### src/rtl/mult_pkg.sv
// Shared types for the radix-4 Booth sequential multiplier: FSM states,
// Booth digit operations and the iteration count as a function of operand width.
package mult_pkg;

   typedef enum logic [1:0] {
      IDLE = 2'd0,
      CALC = 2'd1,
      DONE = 2'd2
   } state_e;

   typedef enum logic [2:0] {
      ZERO = 3'd0,
      POS1 = 3'd1,
      POS2 = 3'd2,
      NEG1 = 3'd3,
      NEG2 = 3'd4
   } booth_op_e;

   // One radix-4 digit per two multiplier bits, plus one for the sign/zero extension.
   function automatic int booth_iters(input int width);
      return width / 2 + 1;
   endfunction

endpackage

### src/rtl/booth_r4_encoder.sv
// Radix-4 Booth recoder: {b[2k+1], b[2k], b[2k-1]} -> digit in {-2..+2}.
module booth_r4_encoder
   import mult_pkg::*;
(
   input  logic [2:0] bits_i,
   output logic [2:0] op_o
);

   always_comb begin
      op_o = ZERO;
      case (bits_i)
         3'b001, 3'b010: op_o = POS1;
         3'b011:         op_o = POS2;
         3'b100:         op_o = NEG2;
         3'b101, 3'b110: op_o = NEG1;
         default:        op_o = ZERO;
      endcase
   end

endmodule

### src/rtl/booth_seq_multiplier.sv
// Sequential radix-4 Booth multiplier, one digit per cycle, valid/ready on both sides.
// Optional macro MULT_UNSIGNED_MODE_EN adds a signed_mode input (1 = signed, 0 = unsigned).
module booth_seq_multiplier
   import mult_pkg::*;
#(
   parameter int WIDTH = 8
)
(
   input  logic               clk,
   input  logic               rst,
`ifdef MULT_UNSIGNED_MODE_EN
   input  logic               signed_mode,
`endif
   input  logic               in_valid,
   output logic               in_ready,
   input  logic [WIDTH-1:0]   A,
   input  logic [WIDTH-1:0]   B,
   output logic [2*WIDTH-1:0] P,
   output logic               out_valid,
   input  logic               out_ready,
   output logic [1:0]         dbg_state_o
);

   localparam int N     = booth_iters(WIDTH);
   localparam int CNT_W = $clog2(N + 1);
   localparam int ACC_W = 2 * WIDTH + 4;

   // Handshakes: a transfer happens on a rising edge where valid and ready are both 1;
   // in_ready is 1 only in IDLE, out_valid only in DONE, and both are registered.

   state_e             state_q;
   logic [ACC_W-1:0]   mcand_q;
   logic [ACC_W-1:0]   acc_q;
   logic [WIDTH+2:0]   mplr_q;
   logic [CNT_W-1:0]   cnt_q;
   logic [2*WIDTH-1:0] p_q;
   logic               in_ready_q;
   logic               out_valid_q;

   logic               sgn;
   logic [ACC_W-1:0]   a_ext;
   logic [WIDTH+1:0]   b_ext;
   logic [2:0]         op_raw;
   booth_op_e          op;
   logic [ACC_W-1:0]   pp;
   logic [ACC_W-1:0]   acc_d;

`ifdef MULT_UNSIGNED_MODE_EN
   assign sgn = signed_mode;
`else
   assign sgn = 1'b1;
`endif

   assign a_ext = {{(WIDTH + 4){sgn & A[WIDTH-1]}}, A};
   assign b_ext = {{2{sgn & B[WIDTH-1]}}, B};

   // mplr_q carries an implicit b[-1] = 0 in bit 0, so the low 3 bits are always the current digit.
   booth_r4_encoder u_enc (
      .bits_i (mplr_q[2:0]),
      .op_o   (op_raw)
   );

   assign op = booth_op_e'(op_raw);

   always_comb begin
      pp = '0;
      case (op)
         POS1:    pp = mcand_q;
         POS2:    pp = mcand_q << 1;
         NEG1:    pp = ~mcand_q + ACC_W'(1);
         NEG2:    pp = ~(mcand_q << 1) + ACC_W'(1);
         default: pp = '0;
      endcase
      acc_d = acc_q + pp;
   end

   always_ff @(posedge clk or posedge rst) begin
      if (rst) begin
         state_q     <= IDLE;
         mcand_q     <= '0;
         acc_q       <= '0;
         mplr_q      <= '0;
         cnt_q       <= '0;
         p_q         <= '0;
         in_ready_q  <= 1'b1;
         out_valid_q <= 1'b0;
      end else begin
         case (state_q)
            IDLE: begin
               if (in_valid && in_ready_q) begin
                  mcand_q    <= a_ext;
                  mplr_q     <= {b_ext, 1'b0};
                  acc_q      <= '0;
                  cnt_q      <= '0;
                  in_ready_q <= 1'b0;
                  state_q    <= CALC;
               end
            end
            CALC: begin
               // The multiplicand moves left by one digit weight as the multiplier moves right.
               acc_q   <= acc_d;
               mcand_q <= mcand_q << 2;
               mplr_q  <= mplr_q >> 2;
               cnt_q   <= cnt_q + CNT_W'(1);
               if (cnt_q == CNT_W'(N - 1)) begin
                  p_q         <= acc_d[2*WIDTH-1:0];
                  out_valid_q <= 1'b1;
                  state_q     <= DONE;
               end
            end
            DONE: begin
               if (out_ready) begin
                  p_q         <= '0;
                  out_valid_q <= 1'b0;
                  in_ready_q  <= 1'b1;
                  state_q     <= IDLE;
               end
            end
            default: begin
               in_ready_q  <= 1'b1;
               out_valid_q <= 1'b0;
               state_q     <= IDLE;
            end
         endcase
      end
   end

   assign in_ready    = in_ready_q;
   assign out_valid   = out_valid_q;
   assign P           = p_q;
   assign dbg_state_o = state_q;

endmodule
### config.mk
export PLATFORM = sky130hd
export DESIGN_NAME = booth_seq_multiplier
export DESIGN_NICKNAME = d
export VERILOG_FILES = /design/src/rtl/mult_pkg.sv /design/src/rtl/booth_r4_encoder.sv /design/src/rtl/booth_seq_multiplier.sv
export SDC_FILE = /design/constraint.sdc
export NUM_CORES = 1
export LEC_CHECK = 0
export CORE_ASPECT_RATIO = 0.9
export CORE_MARGIN = 3
export CORE_UTILIZATION = 35
export DETAILED_ROUTE_END_ITERATION = 12
export GPL_TIMING_DRIVEN = 1
export HOLD_SLACK_MARGIN = 0.05
export PLACE_DENSITY_LB_ADDON = 0.12
export SYNTH_ARGS = -nofsm -noshare
export SYNTH_HDL_FRONTEND = slang
export SYNTH_SLANG_ARGS = --single-unit
### constraint.sdc
create_clock -name clk -period 4.95 [get_ports clk]
set_input_delay 0.495 -clock clk [delete_from_list [all_inputs] [get_ports clk]]
set_output_delay 0.495 -clock clk [all_outputs]
set_load 0.005 [all_outputs]
Yosys cells after proc, flatten, opt, wreduce, memory -nomap -nowiden
Index checks and enable logic that the tools add are counted.
{ "classes": {"add_sub_neg": 4, "n_eq_ne": 16, "mux": 23, "n_bitwise": 4, "reduce_logical": 11} }
{ "op_table": {"columns": ["cell", "count"], "rows": [
  ["case mux 20 bit (2 select lines)", 2],
  ["case mux 20 bit (4 select lines)", 1],
  ["adder 20 x 1 -> 20 bit (second input constant)", 2],
  ["two-way mux 20 bit", 2],
  ["inverter 20 bit", 2],
  ["two-way mux 16 bit", 2],
  ["case mux 16 bit (2 select lines)", 1],
  ["case mux 11 bit (2 select lines)", 1],
  ["adder 20 bit", 1],
  ["equality test 3 bit (second input constant)", 5],
  ["equality test 3 x 2 -> 1 bit (second input constant)", 4],
  ["case mux 3 bit (4 select lines)", 1],
  ["AND reduction 3 bit", 4],
  ["two-way mux 11 bit", 1],
  ["equality test 3 x 1 -> 1 bit (second input constant)", 2],
  ["two-way mux 2 bit", 3],
  ["inequality test 2 bit (second input constant)", 3],
  ["case mux 1 bit (3 select lines)", 2],
  ["case mux 2 bit (3 select lines)", 1],
  ["case mux 3 bit (2 select lines)", 1],
  ["two-way mux 1 bit", 4],
  ["nonzero test 2 bit", 2],
  ["OR reduction 2 bit", 2],
  ["adder 3 x 1 -> 3 bit (second input constant)", 1],
  ["other kinds (7)", 8]
]} }
{ "word_totals": {"register_bits": 74, "wordCells": 66} }

Logic depth before layout (Yosys ltp)
Gate-level depths: netlist of the first run.
{ "logic_depth": {"depth_word": 8, "mapped_depth": 18, "depth_no_buf": 17} }

Cells and area by module
A second synthesis of the first run with hierarchy kept.
{ "unflattened": {"cells_unflattened": 433, "area_unflattened_um2": 4102.7} }
{ "modules_own_cells": {"columns": ["mod", "instances", "cells_per_inst", "area_per_inst_um2", "seq_area_each_um2"], "rows": [
  ["booth_seq_multiplier", 1, 429, 4068.9, 1627.8],
  ["booth_r4_encoder", 1, 4, 33.8, 0.0]
]} }

Worst setup path before layout of the first run
OpenSTA, ideal clock, no wires.
{ "synth_timing": {"path_kind": "register to register", "startpoint": "register mcand_q[1]", "endpoint": "register p_q[15], in the netlist P[15]", "arrival_time_ps": 3428, "required_ps": 4863, "path_slack_ps": 1435, "stages_incl_launch_ff": 19, "path_buffers": 1, "period_less_slack_ps": 3515, "cell_sequence": "dfrtp_1 inv_1 ha_1 nor3b_2 nand2_1 nor2_1 xnor2_1 a21oi_1 a2bb2oi_1 a21oi_1 ha_1 clkbuf_1 a21oi_1 o21ai_1 a21oi_1 o21ai_1 a311o_1 or2_2 o211ai_1"} }
{ "synth_between": {"elab_chain_cells": 6, "word_cells_on_any_way": 8} }
{ "synth_rtl": {"columns": ["element", "line_no", "source"], "rows": [
  ["from (decl)", "booth_seq_multiplier.sv:32", "logic [ACC_W-1:0] mcand_q;"],
  ["from (signal assigned)", "booth_seq_multiplier.sv:91", "mcand_q <= a_ext;"],
  ["from (signal assigned)", "booth_seq_multiplier.sv:102", "mcand_q <= mcand_q << 2;"],
  ["inverter 20 bit (on tied branches)", "booth_seq_multiplier.sv:70, booth_seq_multiplier.sv:71", null],
  ["adder 20 x 1 -> 20 bit (on tied branches)", "booth_seq_multiplier.sv:70, booth_seq_multiplier.sv:71", null],
  ["case mux 20 bit (4 select lines) (*)", "booth_seq_multiplier.sv:67", "case (op)"],
  ["adder 20 bit (*)", "booth_seq_multiplier.sv:74", "acc_d = acc_q + pp;"],
  ["two-way mux 16 bit (*)", "booth_seq_multiplier.sv:105", "if (cnt_q == CNT_W'(N - 1)) begin"],
  ["case mux 16 bit (2 select lines) (*)", "booth_seq_multiplier.sv:88", "case (state_q)"],
  ["to (signal assigned)", "booth_seq_multiplier.sv:106", "p_q <= acc_d[2*WIDTH-1:0];"],
  ["to (decl)", "booth_seq_multiplier.sv:36", "logic [2*WIDTH-1:0] p_q;"]
]} }
Mark *: on every way between the ends. The rest lies on a longest branch, timed or not. The select of a mux whose other input is x is not followed.
A chain may end at the register's enable or synchronous reset.

Worst setup path in the final report of the first run
{ "layout_timing": {"startpoint": "register mcand_q[0]", "endpoint": "register p_q[14], in the netlist P[14]"} }
Same word-level chain as after synthesis.

==> results of run 1 <==
## cell type report
type	instances	area (um2)	area share, %
inverter	14	52.55	1.051
multi-input combinational	359	2386	47.70
timing repair buffer	45	435.4	8.704
sequential	65	1628	32.54
clock inverter	6	66.31	1.326
clock buffer	10	239.0	4.777
tap	156	195.2	3.902
## sequential cells by signal, indices dropped and copies added, names as in the netlist
name         count
dbg_state_o      2
in_ready         1
cnt_q            3
acc_q           16
mcand_q         16
mplr_q          10
out_valid        1
P               16
## placed cells by master, fill, tap and decap left out, types with 4 or more instances in the layout
cell,synthesis,final
clkdlybuf4s50_1,0,39
xor2_1,7,7
nand3_1,7,7
buf_4,0,6
a22oi_1,21,21
mux2i_1,9,9
a22o_1,29,29
clkbuf_16,0,9
ha_1,18,18
o211ai_1,5,5
and2_1,4,4
a21o_1,11,11
o21ai_1,27,27
a221o_1,5,5
o21ai_0,8,8
nand2_1,58,58
a21oi_1,25,25
inv_1,12,11
nor2b_1,5,5
xnor2_1,16,16
nand2b_1,5,5
nor3_1,8,8
a221oi_1,4,4
nor2_1,33,32
dfrtp_1,64,64
## worst min-delay path, cell delays in order (launching register included)
cell	delay (ps)
dfrtp_1	340
nand2_1	50
o31ai_1	50
## synthesized netlist by cell type, types with 3 or more instances
cell type	count	share of area, %
nor2_1	33	3.0
clkbuf_1	29	2.6
xor2_1	7	1.5
buf_2	4	0.48
dfrtp_1	64	38
a31oi_1	3	0.45
inv_1	12	1.1
o21bai_1	3	0.54
ha_1	18	5.4
o211ai_1	5	0.89
nor2b_1	5	0.75
mux2i_1	9	2.1
xnor2_1	16	3.3
a221oi_1	4	0.83
a21oi_1	25	3.0
a21o_1	11	2.0
a221o_1	5	1.2
nor3_1	8	0.95
and2_1	4	0.60
nand2_1	58	5.2
a22o_1	29	6.1
a22oi_1	21	3.8
nand4_1	3	0.45
nand3_1	7	0.83
o21ai_1	27	3.2
o21ai_0	8	0.95
or2_1	3	0.45
o221ai_1	3	0.63
o22ai_1	3	0.45
nand2b_1	5	0.75
## per-layer routing
metal | vias to the layer above | global-route usage, % | wire length, um
li1 | 1768 | - | -
met1 | 1741 | 25.30 | 5449
met4 | 0 | 6.480 | 200
met2 | 92 | 25.68 | 4804
met5 | - | 0 | 0
met3 | 14 | 3.086 | 513
## worst paths after layout
path / to
worst max register to register: P[14]
min in group asynchronous: P[2]
worst min register to register: acc_q[9]
max in group asynchronous: mcand_q[7]
worst max-delay path: P[14]
worst min-delay path: acc_q[9]
## kinds of logic after synthesis
| group | count (synthesis) | synth area share [%] |
|---|---|---|
| buf+inv | 48 | 4.412 |
| compound gates | 160 | 26.57 |
| mux | 9 | 2.147 |
| fa+ha+maj | 19 | 5.844 |
| flops | 65 | 38.79 |
| simple gates | 147 | 17.05 |
| xor+xnor | 24 | 5.188 |
## power by group
group | internal (W) | leakage [nW] | switching (W)
Sequential | 0.000764 | 0.832 | 0.000294
Clock | 0.000405 | 0.153 | 0.000250
Combinational | 0.00112 | 1.26 | 0.00134
Total | 0.00229 | 2.25 | 0.00188
## through the flow
stage,hold slack (ps),cells
detailed placement,471.1,639
floorplan,454.1,472
global placement,465.9,639
finish,480.8,655
global route,508.9,655
CTS,491.0,655
==> results.json, run 1 <==
{
  "grt_pass1_wl_mm": 18.33,
  "ctsRootBufferMaster": "clkbuf_16",
  "dpl.hpwl_mm": 7.612,
  "ys_seq_area_share_pct": 38.79,
  "numCtsBuffers": 9,
  "power_w": 0.004175,
  "cp_num_cells": 16,
  "timing.rr.start": "mcand_q[0]",
  "hp-start": "acc_q[9]",
  "required_ps": 5170,
  "drv_cap": 0,
  "finalHoldViolCount": 0,
  "reg2reg_slack_ps": 950,
  "hold_path_class": "flop to flop",
  "min_period_ps": 4005,
  "vdd.ir_drop.worst_v": 0.0003030,
  "dr.pass1.iters": 5,
  "rsz0062_at_grt": "false",
  "layout-drive-gt1-share_pct": 7.014,
  "critPathSlowestCell": "dfrtp_1",
  "antenna_cells": 0,
  "place_ws_ps": 965.4,
  "ys_types": 61,
  "cts_resized": 0,
  "grt_pass1_vias": 3565,
  "clockBufferDepth": 2,
  "die_h_um": 109.9,
  "utilization_pct": 43.22,
  "power.leakage_nw": 2.247,
  "min_path_cells": 2,
  "core_area_mm2": 0.01157,
  "grt_max_degree": 66,
  "crit_type": "flop to flop",
  "final_net_count": 533,
  "dieArea_mm2": 0.01334,
  "ys_warn_count": 0,
  "path_clk_slew_ps": 60,
  "die_x_um": 121.4,
  "synthArstFlopShare_pct": 100.0,
  "place_area_mm2": 0.004697,
  "crit_path_start_kind": "flop",
  "final-setup-viol-count": 0,
  "drtIter0Drc": 231,
  "post_cts_buffers": 0,
  "ios": 40,
  "fillCellCount": 1169,
  "crit_chain": "inv_1 > ha_1 > nor3b_2 > nand2_1 > nor2_1 > xnor2_1 > a21oi_1 > a2bb2oi_1 > a21oi_1 > ha_1 > and3_1 > o21a_1 > a221o_1 > a311oi_1 > xnor2_1 > a22o_1",
  "relSlewSlack_pct": 35.68,
  "antenna_found_initial": 0,
  "crit_family": "compound AO/OA/AOI/OAI gates",
  "tritoncts": "built",
  "hold_buffers": 0,
  "synth_edf_count": 0,
  "netlist_area_mm2": 0.004197,
  "drc": 0,
  "gp_congestion": 0.8705,
  "tightest_slew_ps": 964.8,
  "ys_seq_elements": 65,
  "clk_latency_ps": 340,
  "crit_fanout": 12,
  "ant_nets": 0,
  "period_share_pct": 80.91,
  "core.rowCount": 37,
  "numClockSinks": 65,
  "grt_util_all_layers_pct": 17.36,
  "final_max_slew_viol_count": 0,
  "initial_core_util_pct": 36.26,
  "syn_to_final_growth_pct": 19.20,
  "overflow": 0,
  "critPathLaunch": "mcand_q[0]",
  "critical_path_arrival_ps": 4230,
  "setup_tns_ps": 0,
  "outcome": "completed",
  "htree_levels": 3,
  "synth-main-ff-cell": "dfrtp_1",
  "port_buffers": 39,
  "design_area_mm2": 0.005002,
  "synthCells": 472,
  "finClkSkew_ps": 9.101,
  "crit_buf_inv": 1,
  "slowest_delay_ps": 460,
  "vias_per_cell": 5.519,
  "p_per_area_mw_per_mm2": 834.6,
  "r2r_cells": 16,
  "drt-total-wl_mm": 10.97,
  "avgSynthCellArea_um2": 8.891,
  "num_vias": 3615,
  "crit_path_end_kind": "flop",
  "synthesis.nets": 511,
  "final.setup.worst_slack_ps": 945.0,
  "max_freq_mhz": 249.7,
  "wl_per_cell_um": 16.74
}
Note: power is estimated with default switching activity, not from simulation.
==> run 2: changes to the inputs <==
==> constraint.sdc (replaced) <==
create_clock -name clk -period 4.1 [get_ports clk]
set_input_delay 0.41 -clock clk [delete_from_list [all_inputs] [get_ports clk]]
set_output_delay 0.41 -clock clk [all_outputs]
set_load 0.005 [all_outputs]
==> results.json, run 2 (same netlist as run 1, synthesis figures left out) <==
{
  "met3WireLength_um": 664,
  "ant_nets": 0,
  "numClockSinks": 65,
  "required_ps": 4340,
  "drc": 0,
  "drt-met1-wl_mm": 5.380,
  "crit_path_end_kind": "flop",
  "outcome": "completed",
  "drv_cap": 0,
  "vdd.ir_drop.worst_v": 0.0004525,
  "critPathLaunch": "mcand_q[0]",
  "grt_pass1_vias": 3566,
  "r2r_cells": 17,
  "rsz0062_at_grt": "false",
  "antenna_cells": 0,
  "drt-total-wl_mm": 11.30,
  "antenna_found_initial": 0,
  "power_frac_seq_pct": 24.0,
  "p_sw_w": 0.002313,
  "gp_congestion": 0.9130,
  "endpoint": "acc_q[15]",
  "clockBufferDepth": 2,
  "clk_latency_ps": 330,
  "grt_pass1_wl_mm": 18.62,
  "crit_path_start_kind": "flop",
  "crit_buf_inv": 2,
  "fin_cells": 663,
  "final_common_cell": "dfrtp_1",
  "tightest_slew_ps": 1032,
  "dieArea_mm2": 0.01334,
  "die_h_um": 109.9,
  "overflow": 0,
  "rr_endpoint": "acc_q[15]",
  "placed_cells": 646,
  "setup_tns_ps": 0,
  "dr_wl_met2_mm": 5.130,
  "hold_path_class": "flop to flop",
  "dr.pass1.iters": 5,
  "timing.rr.start": "mcand_q[0]",
  "dpl.hpwl_mm": 7.995,
  "power.internal_w": 0.002836,
  "min_period_ps": 3859,
  "relSlewSlack_pct": 31.12,
  "swShare_pct": 44.92,
  "max_freq_mhz": 259.2,
  "power.leakage_nw": 2.285,
  "crit_family": "compound AO/OA/AOI/OAI gates",
  "core_area_mm2": 0.01157,
  "ios": 40,
  "critical_path_arrival_ps": 4100,
  "cp_num_cells": 17,
  "port_buffers": 39,
  "layout-drive-gt1-share_pct": 8.679,
  "finalHoldViolCount": 0,
  "core.rowCount": 37,
  "p_per_area_mw_per_mm2": 1015,
  "crit_type": "flop to flop",
  "finClkSkew_ps": 4.935,
  "reg2reg_slack_ps": 240,
  "final-setup-viol-count": 0,
  "numCtsBuffers": 9,
  "final_net_count": 542,
  "tritoncts": "built",
  "die_x_um": 121.4,
  "clockPowerShare_pct": 15.0,
  "num_vias": 3678,
  "crit_fanout": 8,
  "vias_per_cell": 5.548,
  "wl_per_cell_um": 17.04,
  "syn_to_final_growth_pct": 20.93,
  "ctsRootBufferMaster": "clkbuf_16",
  "final_max_slew_viol_count": 0,
  "path_clk_slew_ps": 60,
  "grt_util_all_layers_pct": 17.74,
  "p_comb_share_pct": 61.0,
  "slowest_delay_ps": 460,
  "period_share_pct": 94.11,
  "drtIter0Drc": 219,
  "most-common-layout-cells": "dfrtp_1 (64), nand2_1 (58), clkdlybuf4s50_1 (39), nor2_1 (32), a22o_1 (29)",
  "critPathSlowestCell": "dfrtp_1",
  "top_layer": "met4",
  "htree_levels": 3,
  "fillCellCount": 1173,
  "initial_core_util_pct": 36.26,
  "crit_chain": "inv_1 > ha_1 > nor3b_4 > buf_4 > nand4_1 > xnor2_1 > nand2_1 > o21ai_1 > o21a_1 > a21oi_1 > ha_1 > a21o_1 > a21oi_1 > nor2b_1 > a311o_1 > or2_2 > o211ai_1",
  "grt_max_degree": 47
}
## run 2: cell types whose count changed in the layout (fill, tap and decap cells not counted), sizes merged
cell / before / now
buf: 6 / 15
inv: 15 / 14
clkinv: 4 / 3
clkinvlp: 0 / 1
## run 2: layer usage
metal / global-route usage, % / up-vias
li1: - / 1792
met1: 24.44 / 1764
met2: 28.13 / 112
met3: 3.909 / 10
met4: 5.120 / 0
met5: 0 / -
## run 2: power by group through the flow
stage               clock [W]  combinational [W]  sequential [W]
floorplan                   0            0.00240         0.00108
global placement            0            0.00304         0.00123
detailed placement          0            0.00310         0.00124
CTS                  0.000791            0.00312         0.00123
global route         0.000815            0.00350         0.00128
finish               0.000772            0.00314         0.00124
## run 2: cell type report
cell class | count | area (um2) | area share [%]
multi-input cells | 359 | 2401 | 47.31
repair buffers | 54 | 503.0 | 9.911
inverters | 14 | 52.55 | 1.036
clock buffers | 10 | 239.0 | 4.709
clock inverters | 5 | 56.30 | 1.109
flip-flops and latches | 65 | 1628 | 32.08
well taps | 156 | 195.2 | 3.846
## run 2: worst min-delay path, delay by kind of cell, from the launching register on
family / cells / cell delay, ps
AO/OA/AOI/OAI: 1 / 50
AND/OR/NAND/NOR: 1 / 50
flip-flops: 1 / 350
## run 2: timing repair
action,4_1_cts,5_1_grt
gates resized for setup,0,3
setup buffers,0,2
hold buffers,0,0
setup endpoints to repair,0,10
## run 2: worst min-delay path by stage
| stage | startpoint | end | depth (start not counted) |
|---|---|---|---|
| global placement | mplr_q[3] | mplr_q[3] | 2 |
| floorplan | cnt_q[2] | cnt_q[2] | 1 |
| finish | acc_q[9] | acc_q[9] | 2 |
| global route | P[12] | P[12] | 1 |
| CTS | acc_q[9] | acc_q[9] | 2 |
| detailed placement | out_valid | out_valid | 2 |
## run 2: metrics by stage
stage          cell area (um2)  util [%]  hold slack [ps]  worst slack, ps  power, W
2_1_floorplan             4197         -            454.1            585.1  0.003479
3_3_place_gp              4750     41.04            467.6            286.7  0.004279
3_5_place_dp              4750     41.04            471.8            169.3  0.004337
4_1_cts                   5045     43.59            491.1            150.5  0.005139
5_1_grt                   5075     43.85            511.9            9.115  0.005596
6_report                  5075     43.85            485.0            241.3  0.005149
